### src/rtl/warp_scheduler_if.sv
// Control bundle between the warp scheduler and the rest of the core: launch,
// fetch/decode/LSU status in; FSM state, active warp and retirement status out.
interface warp_scheduler_if #(
    parameter int NUM_WARPS        = 4,
    parameter int THREADS_PER_WARP = 4,
    parameter int WID_W            = (NUM_WARPS > 1) ? $clog2(NUM_WARPS) : 1
) ();
    logic                          start;
    logic [WID_W:0]                num_warps;
    logic                          request_ready;
    logic                          decoded_ret;
    logic [2*THREADS_PER_WARP-1:0] lsu_state;
    logic [3:0]                    core_state;
    logic [WID_W-1:0]              active_warp;
    logic                          update_en;
    logic [NUM_WARPS-1:0]          warp_done;
    logic                          done;
    logic [15:0]                   wait_cycles;

    modport master (
        output start, num_warps, request_ready, decoded_ret, lsu_state,
        input  core_state, active_warp, update_en, warp_done, done, wait_cycles
    );

    modport slave (
        input  start, num_warps, request_ready, decoded_ret, lsu_state,
        output core_state, active_warp, update_en, warp_done, done, wait_cycles
    );
endinterface

### src/rtl/warp_scheduler.sv
// Round-robin warp scheduler: picks one eligible warp per instruction and steps
// it through fetch, decode, issue, LSU request/wait, execute and PC update.
module warp_scheduler #(
    parameter int NUM_WARPS        = 4,
    parameter int THREADS_PER_WARP = 4,
    parameter int WID_W            = (NUM_WARPS > 1) ? $clog2(NUM_WARPS) : 1
) (
    input  logic             clk,
    input  logic             reset,
    warp_scheduler_if.slave  bus
);
    typedef enum logic [3:0] {
        IDLE    = 4'b0000,
        FETCH   = 4'b0001,
        DECODE  = 4'b0010,
        ISSUE   = 4'b0011,
        REQUEST = 4'b0100,
        WAIT    = 4'b0101,
        EXECUTE = 4'b0110,
        UPDATE  = 4'b0111,
        DONE    = 4'b1000,
        SELECT  = 4'b1001
    } state_t;

    localparam logic [WID_W:0]   MAX_COUNT = NUM_WARPS[WID_W:0];
    localparam logic [WID_W-1:0] PTR_INIT  = WID_W'(NUM_WARPS - 1);

    state_t               state;
    logic [WID_W-1:0]     active_warp;
    logic [WID_W-1:0]     ptr;
    logic [NUM_WARPS-1:0] warp_done;
    logic                 done;
    logic [15:0]          wait_cycles;
    logic [WID_W:0]       count;

    logic                 lsu_busy;
    logic                 sel_found;
    logic [WID_W-1:0]     sel_idx;
    logic [WID_W-1:0]     cand_idx;

    function automatic logic [15:0] sat_inc16(input logic [15:0] v);
        return (v == 16'hFFFF) ? v : v + 16'd1;
    endfunction

    function automatic logic [WID_W:0] clamp_count(input logic [WID_W:0] n);
        return (n > MAX_COUNT) ? MAX_COUNT : n;
    endfunction

    // Only REQUESTING (01) and WAITING (10) hold the warp in WAIT.
    always_comb begin
        lsu_busy = 1'b0;
        for (int t = 0; t < THREADS_PER_WARP; t++) begin
            if (bus.lsu_state[2*t +: 2] == 2'b01 || bus.lsu_state[2*t +: 2] == 2'b10)
                lsu_busy = 1'b1;
        end
    end

    // Search starts one past the last-run warp so a warp that just ran goes last.
    always_comb begin
        sel_found = 1'b0;
        sel_idx   = ptr;
        cand_idx  = ptr;
        for (int i = 1; i <= NUM_WARPS; i++) begin
            cand_idx = WID_W'((int'(ptr) + i) % NUM_WARPS);
            if (!sel_found && ({1'b0, cand_idx} < count) && !warp_done[cand_idx]) begin
                sel_found = 1'b1;
                sel_idx   = cand_idx;
            end
        end
    end

    always_ff @(posedge clk) begin
        if (reset) begin
            state       <= IDLE;
            active_warp <= '0;
            ptr         <= PTR_INIT;
            warp_done   <= '0;
            done        <= 1'b0;
            wait_cycles <= '0;
            count       <= '0;
        end else begin
            if (state == WAIT)
                wait_cycles <= sat_inc16(wait_cycles);
            case (state)
                IDLE: begin
                    if (bus.start) begin
                        count       <= clamp_count(bus.num_warps);
                        warp_done   <= '0;
                        wait_cycles <= '0;
                        ptr         <= PTR_INIT;
                        state       <= SELECT;
                    end
                end
                SELECT: begin
                    if (sel_found) begin
                        active_warp <= sel_idx;
                        ptr         <= sel_idx;
                        state       <= FETCH;
                    end else begin
                        done  <= 1'b1;
                        state <= DONE;
                    end
                end
                FETCH:   if (bus.request_ready) state <= DECODE;
                DECODE:  state <= ISSUE;
                ISSUE:   state <= REQUEST;
                REQUEST: state <= WAIT;
                WAIT:    if (!lsu_busy) state <= EXECUTE;
                EXECUTE: state <= UPDATE;
                UPDATE: begin
                    if (bus.decoded_ret)
                        warp_done[active_warp] <= 1'b1;
                    state <= SELECT;
                end
                DONE:    done <= 1'b1;
                default: state <= IDLE;
            endcase
        end
    end

    assign bus.core_state  = state;
    assign bus.active_warp = active_warp;
    assign bus.update_en   = (state == UPDATE);
    assign bus.warp_done   = warp_done;
    assign bus.done        = done;
    assign bus.wait_cycles = wait_cycles;
endmodule

### src/flat_wrapper.sv
// flat-port wrapper written by rule: the top's interface ports become plain ports
module warp_scheduler_flat 
#(
    parameter int NUM_WARPS        = 4,
    parameter int THREADS_PER_WARP = 4,
    parameter int WID_W            = (NUM_WARPS > 1) ? $clog2(NUM_WARPS) : 1
)
  (clk, reset, bus_start, bus_num_warps, bus_request_ready, bus_decoded_ret, bus_lsu_state, bus_core_state, bus_active_warp, bus_update_en, bus_warp_done, bus_done, bus_wait_cycles);
  warp_scheduler_if #(.NUM_WARPS(NUM_WARPS), .THREADS_PER_WARP(THREADS_PER_WARP), .WID_W(WID_W)) bus_i ();
  input  logic clk;
  input  logic reset;
  input wire logic [$bits(bus_i.start)-1:0] bus_start;
  input wire logic [$bits(bus_i.num_warps)-1:0] bus_num_warps;
  input wire logic [$bits(bus_i.request_ready)-1:0] bus_request_ready;
  input wire logic [$bits(bus_i.decoded_ret)-1:0] bus_decoded_ret;
  input wire logic [$bits(bus_i.lsu_state)-1:0] bus_lsu_state;
  output wire logic [$bits(bus_i.core_state)-1:0] bus_core_state;
  output wire logic [$bits(bus_i.active_warp)-1:0] bus_active_warp;
  output wire logic [$bits(bus_i.update_en)-1:0] bus_update_en;
  output wire logic [$bits(bus_i.warp_done)-1:0] bus_warp_done;
  output wire logic [$bits(bus_i.done)-1:0] bus_done;
  output wire logic [$bits(bus_i.wait_cycles)-1:0] bus_wait_cycles;
  assign bus_i.start = bus_start;
  assign bus_i.num_warps = bus_num_warps;
  assign bus_i.request_ready = bus_request_ready;
  assign bus_i.decoded_ret = bus_decoded_ret;
  assign bus_i.lsu_state = bus_lsu_state;
  assign bus_core_state = bus_i.core_state;
  assign bus_active_warp = bus_i.active_warp;
  assign bus_update_en = bus_i.update_en;
  assign bus_warp_done = bus_i.warp_done;
  assign bus_done = bus_i.done;
  assign bus_wait_cycles = bus_i.wait_cycles;
  warp_scheduler #(.NUM_WARPS(NUM_WARPS), .THREADS_PER_WARP(THREADS_PER_WARP), .WID_W(WID_W)) u_core (.clk(clk), .reset(reset), .bus(bus_i));
endmodule
### config.mk
export PLATFORM = sky130hd
export DESIGN_NAME = warp_scheduler_flat
export DESIGN_NICKNAME = d
export VERILOG_FILES = /design/src/rtl/warp_scheduler_if.sv /design/src/rtl/warp_scheduler.sv /design/src/flat_wrapper.sv
export SDC_FILE = /design/constraint.sdc
export NUM_CORES = 1
export LEC_CHECK = 0
export CORE_UTILIZATION = 44
export DETAILED_ROUTE_END_ITERATION = 8
export PLACE_DENSITY = 0.75
export RECOVER_POWER = 25
export SLEW_MARGIN = 25
export SYNTH_ARGS = -nofsm -noshare
export SYNTH_HDL_FRONTEND = slang
export SYNTH_SLANG_ARGS = --single-unit
### constraint.sdc
create_clock -name clk -period 2.2 [get_ports clk]
set_clock_uncertainty 0.1 [all_clocks]
set_input_delay 0.33 -clock clk [delete_from_list [all_inputs] [get_ports clk]]
set_output_delay 0.33 -clock clk [all_outputs]
set_load 0.005 [all_outputs]
* After elaboration in Yosys (flattened, before gate mapping)
Index checks and enable logic that the tools add are counted.
** Storage, ports and cells
- Register bits after elaboration :: 32
- Bits in latches :: 0
- RAM bits :: 0
- ROM bits :: 0
- Input port bits :: 16
- Word-level logic and storage cells :: 118
- Memories kept :: 0
** Operators by class
- Add/subtract/negate cells :: 5
- Multipliers :: 0
- Divide/modulo/power cells :: 0
- $lt $le $gt $ge :: 11
- Eq/ne operators :: 24
- Shift-type cells :: 0
- Muxes and demuxes :: 40
- Bitwise gates (word level) :: 2
- Reduce and logical (&&, ||, !) cells :: 29
** Operators by type and width (count)
- $mux 16 :: 4
- $pmux 4 s10 :: 1
- $mux 4 :: 6
- $add 16x1->16 const B :: 1
- $eq 16x16->1 const B :: 1
- $eq 4x3->1 const B :: 4
- $lt 2x3->1 const B :: 5
- $mux 1 :: 14
- $lt 2x3->1 :: 4
- $mux 2 :: 6
- $ne 2x2->1 const B :: 5
- $bmux 1 s2 :: 4
- $eq 2x1->1 const B :: 4
- $eq 2x2->1 const B :: 4
- $eq 4x2->1 const B :: 2
- $eq 4x4->1 const B :: 2
- $logic_and 1x1->1 :: 8
- $pmux 4 s2 :: 1
- $logic_not 1->1 :: 7
- $reduce_and 2->1 :: 3
- $reduce_and 3->1 :: 2
- $reduce_bool 2->1 :: 3
- $add 2x1->2 const B :: 2
- $add 2x2->2 const B :: 2
- 13 further kinds :: 16

* Logic depth before layout (Yosys ltp)
Gate-level depths: netlist of the first run.
- Word-level depth :: 20
- Depth in mapped cells :: 9

* Worst setup path before layout of the first run
OpenSTA, ideal clock, no wires.
- Path type :: register to register
- Start point :: reg u_core.ptr[1]
- End point :: reg u_core.done (netlist: u_core.bus.done)
- Setup time :: 0.059 ns
- Arrival time :: 2.176 ns
- Data required time :: 2.041 ns
- Path slack :: -0.134 ns
- Cell stages (with the launch flop) :: 10
- Path buffers :: 1
- Clock period less this slack :: 2.334 ns
- Cell sequence :: dfxtp_1 clkbuf_1 xor2_1 inv_1 ha_1 a21oi_1 o21a_4 or4_1 o21ai_1 a22o_1
** On the way
- Word-level cells in the longest chain between the ends :: 20
- Elaborated cells on any way between the ends :: 36
- Classes of those cells :: add/sub: 4; order compare: 4; eq/ne: 1; mux: 12; reduce/logical: 15
** Ends and longest elaborated chain
- start: declaration :: line warp_scheduler.sv:30 : logic [WID_W-1:0] ptr;
- start signal: assignment :: line warp_scheduler.sv:97 : ptr <= sel_idx;
- $add 2x1->2 :: line warp_scheduler.sv:64 : cand_idx = WID_W'((int'(ptr) + i) % NUM_WARPS);
- $bmux 1 s2 :: line warp_scheduler.sv:65 : if (!sel_found && ({1'b0, cand_idx} < count) && !warp_done[cand_idx]) begin
- $mux 1 (implied by the code) :: line warp_scheduler.sv:65
- $logic_not 1->1 :: line warp_scheduler.sv:65
- $logic_and 1x1->1 :: line warp_scheduler.sv:65
- $mux 1 :: line warp_scheduler.sv:65
- $logic_not 1->1 :: line warp_scheduler.sv:65
- $logic_and 1x1->1 (2 in a row) :: line warp_scheduler.sv:65
- $mux 1 :: line warp_scheduler.sv:65
- $logic_not 1->1 :: line warp_scheduler.sv:65
- $logic_and 1x1->1 (2 in a row) :: line warp_scheduler.sv:65
- $mux 1 :: line warp_scheduler.sv:65
- $logic_not 1->1 :: line warp_scheduler.sv:65
- $logic_and 1x1->1 (2 in a row) :: line warp_scheduler.sv:65
- $mux 1 (*) :: line warp_scheduler.sv:65
- $ne 2x2->1 (no source line) (*)
- $reduce_and 2->1 (no source line) (*)
- end signal: assignment :: line warp_scheduler.sv:78 : done <= 1'b0;
- end signal: assignment :: line warp_scheduler.sv:100 : done <= 1'b1;
- end signal: assignment :: line warp_scheduler.sv:115 : DONE: done <= 1'b1;
- end: declaration :: line warp_scheduler.sv:32 : logic done;
Every way passes the cells marked *; elsewhere a longest branch is shown, timed or not. The select of a mux whose other input is x is not followed.
A chain may end at the register's enable or synchronous reset.

* Worst setup path in the final report of the first run
- Start point :: reg u_core.ptr[0]
- End point :: reg u_core.ptr[1]
** On the way
- Word-level cells in the longest chain between the ends :: 20
- Elaborated cells on any way between the ends :: 42
- Classes of those cells :: add/sub: 4; order compare: 4; eq/ne: 1; mux: 18; reduce/logical: 15
** Ends and longest elaborated chain (line)
- $add 2x1->2 :: warp_scheduler.sv:64
- $bmux 1 s2 :: warp_scheduler.sv:65
- $mux 1 (implied by the code) :: warp_scheduler.sv:65
- $logic_not 1->1 :: warp_scheduler.sv:65
- $logic_and 1x1->1 :: warp_scheduler.sv:65
- $mux 1 :: warp_scheduler.sv:65
- $logic_not 1->1 :: warp_scheduler.sv:65
- $logic_and 1x1->1 (2 in a row) :: warp_scheduler.sv:65
- $mux 1 :: warp_scheduler.sv:65
- $logic_not 1->1 :: warp_scheduler.sv:65
- $logic_and 1x1->1 (2 in a row) :: warp_scheduler.sv:65
- $mux 1 :: warp_scheduler.sv:65
- $logic_not 1->1 :: warp_scheduler.sv:65
- $logic_and 1x1->1 (2 in a row) :: warp_scheduler.sv:65
- $mux 2 / $mux 1 (equally long branches) :: warp_scheduler.sv:65
- $mux 2 / $ne 2x1->1 (equally long branches)
- $pmux 2 s2 / $reduce_and 3->1 (equally long branches)
Several ways; a longest one is shown, not always the timed one. The select of a mux whose other input is x is not followed.

==> impl_metrics.ini, run 1 <==
[layout]
area.growth.synth_to_final_pct = 36.5
diodes = 0
nets = 292
fillers = 321
drive_above_1_share_pct = 11.0

[timing]
setup_ws_ps = 65.4
slew_headroom_pct = 68.0
maxSlewViolCount = 0
fmax_mhz = 468
setup_viol = 0
finalCritPeriodShare_pct = 97.0
finalHoldViolations = 0
rsz0062_at_grt = yes
period_needed_ps = 2130
tightest_slew_ps = 475

[synthesis]
syn-num-nets = 239
ys.flop_type = dfxtp_1
avgSynthCellArea_um2 = 8.25
synth_edf_count = 0
ys_seq_area_share_pct = 35.6
synthCells = 218
synth-seq-cells = 32
synth.distinct_cells = 45
async_flop_share_pct = 0
syn-cell-area_um2 = 1800
ys_warn_count = 0

[floorplanning]
dieArea_um2 = 4350
initial_utilization_pct = 47.3
pin_count = 44
die_w_um = 65.9
core_um2 = 3800
die_h_um = 65.9
row_count = 22

[worst_setup_path]
endpoint_kind = flip-flop
cp.required_ps = 2310
arrival_ps = 2250
r2r_slack_ps = 70
start_kind = flip-flop
crit_chain = xor2_2, buf_4, ha_1, a21oi_2, o211a_4, o41a_1, and3_1, o21ai_1
cp_max_fo = 5
critPathMaxStageDelay_ps = 420
crit_path_top_delay_cell = o41a_1
crit_type = reg -> reg

[clock_tree]
cts_tree = yes
htree_levels = 2
cts_sinks = 32
clk_pin_slew_ps = 70
root_buffer = clkbuf_8
clockBufferDepth = 2
postCtsHoldBufs = 0
cts_inserted_buffers = 5
clk_latency_ps = 290

[grt]
grt_max_degree = 19
antenna_found_initial = 0
grt_pass1_vias = 1689
overflow = 0
grt_usage_pct = 21.9
grt_pass1_wl_um = 7310

[power_and_ir_drop]
power_density_nw_per_um2 = 728
totalPowerFinal_mw = 1.79
p_leak_nw = 0.977
ir_drop_v = 0.000418

[route]
firstDrtPassIters = 4
drt_iter0_drc = 46
wire_per_inst_um = 13.2
vias = 1764
drtAntennaViolNets = 0
drc = 0
finalWirelength_um = 4230
viasPerCell = 5.51

[hold_path]
hp-class = reg -> reg

[run_status]
status = finished clean

[place]
place_congestion = 0.857
portBuffers = 43
hpwlAfterDp_um = 3100
pre_cts_ws_ps = 3.47

[flow_run]
cap_violations = 0
layer usage:
metal / global-route usage [%] / vias to the layer above / part of all wire, %
met5: 0 / - / 0
met4: 8.97 / 0 / 1.6
met3: 4.48 / 7 / 3.6
met2: 37.5 / 26 / 49
met1: 26.3 / 836 / 45
li1: - / 895 / -
worst max-delay path, delay by kind of cell (launching register included):
| family | cells | cell delay (ps) |
|---|---|---|
| flops | 1 | 330 |
| xor+xnor | 1 | 170 |
| compound gates | 4 | 870 |
| fa+ha+maj | 1 | 290 |
| simple gates | 1 | 160 |
| buf+inv | 1 | 130 |
placed cells by master, fill, tap and decap left out, drive strengths merged, types with 6 or more instances in the layout:
cell type and n:
a21oi 19, buf 12, clkbuf 9, clkdlybuf4s50 31
dfxtp 32, dlygate4sd3 12, inv 9, nand2 14
nand3 11, nor2 23, nor3 6, o21ai 15
xnor2 10, xor2 7
synth_stat cells (all sizes together), types with 2 or more instances:
| cell type | instances | share of area (%) |
|---|---|---|
| dfxtp | 32 | 36 |
| nor2 | 23 | 4.8 |
| a21oi | 19 | 5.3 |
| o21ai | 15 | 4.2 |
| nand2 | 14 | 2.9 |
| nand3 | 11 | 3.1 |
| xnor2 | 10 | 4.9 |
| inv | 9 | 1.9 |
| clkbuf | 7 | 1.5 |
| xor2 | 7 | 3.4 |
| nor3 | 6 | 1.7 |
| and3 | 5 | 1.7 |
| ha | 5 | 3.5 |
| mux2i | 5 | 2.8 |
| a31oi | 4 | 1.4 |
| nand4 | 4 | 1.4 |
| and4 | 3 | 1.5 |
| buf | 3 | 1.3 |
| nand2b | 3 | 1.0 |
| nand3b | 3 | 1.3 |
| nor4 | 3 | 1.0 |
| o211a | 3 | 1.7 |
| o31ai | 3 | 1.5 |
| or3 | 3 | 1.0 |
| o211ai | 2 | 0.83 |
final cells by class:
| cell class | count | area, µm² | share of cell area [%] |
|---|---|---|---|
| Inverter | 9 | 33.8 | 1.38 |
| Multi-Input combinational cell | 167 | 1100 | 44.8 |
| Tap cell | 48 | 60.1 | 2.45 |
| Clock buffer | 8 | 90.1 | 3.67 |
| Timing Repair Buffer | 56 | 524 | 21.4 |
| Sequential cell | 32 | 646 | 26.3 |
cell families (layout without fill, tap and decap cells):
family,after synthesis,in the layout,share of synthesized area (%)
and+or+nand+nor,83,83,23.6
AOI/OAI and AO/OA,56,56,20.8
DFF,32,32,35.6
buffers and inverters,19,73,4.59
xor gates and xnor gates,17,17,8.28
muxes,6,6,3.62
adders and majority gates,5,5,3.48
state kept, by name, indices dropped and copies added (netlist names):
signal and count:
u_core.bus.done 1, u_core.bus.core_state 4, u_core.ptr 2, u_core.bus.wait_cycles 16
u_core.count 3, u_core.bus.warp_done 4, u_core.bus.active_warp 2
path summary, 6_finish.rpt:
check             depth (start not counted)       startpoint         endpoint
hold reg to reg                           2  u_core.count[1]  u_core.count[1]
setup / recovery                          8    u_core.ptr[0]    u_core.ptr[1]
setup reg to reg                          8    u_core.ptr[0]    u_core.ptr[1]
hold / removal                            2  u_core.count[1]  u_core.count[1]
through the flow:
stage,hold slack (ps),utilization (%),setup TNS [ps],instances,area [µm²]
after detailed placement,373,61.3,0,311,2330
after CTS,383,63.9,0,320,2430
after global routing,415,64.6,-98.7,320,2450
after global placement,371,61.3,0,311,2330
final,386,64.6,0,320,2450
after floorplan,350,-,0,218,1810
repair_timing:
action,4_1_cts,5_1_grt
endpoints found under the setup margin,1,6
buffers inserted,1,0
pin swaps,1,3
gates resized for setup,0,7
power breakdown:
| group | internal (mW) | switching [mW] | total, mW |
|---|---|---|---|
| Sequential | 0.626 | 0.0611 | 0.687 |
| Combinational | 0.308 | 0.322 | 0.631 |
| Clock | 0.255 | 0.214 | 0.469 |
| Total | 1.19 | 0.597 | 1.79 |
Power figures use the tool's default switching activity.
==> run 2, diff against run 1 <==
CTS_CLUSTER_SIZE = 25   (was unset)
==> results of run 2 <==
No change in the layout: final DEF, timing and power equal those of run 1.
==> run 3, diff against run 2 <==
GPL_ROUTABILITY_DRIVEN = 0   (was unset)
==> results of run 3 <==
No change in the layout: final DEF, timing and power equal those of run 1.
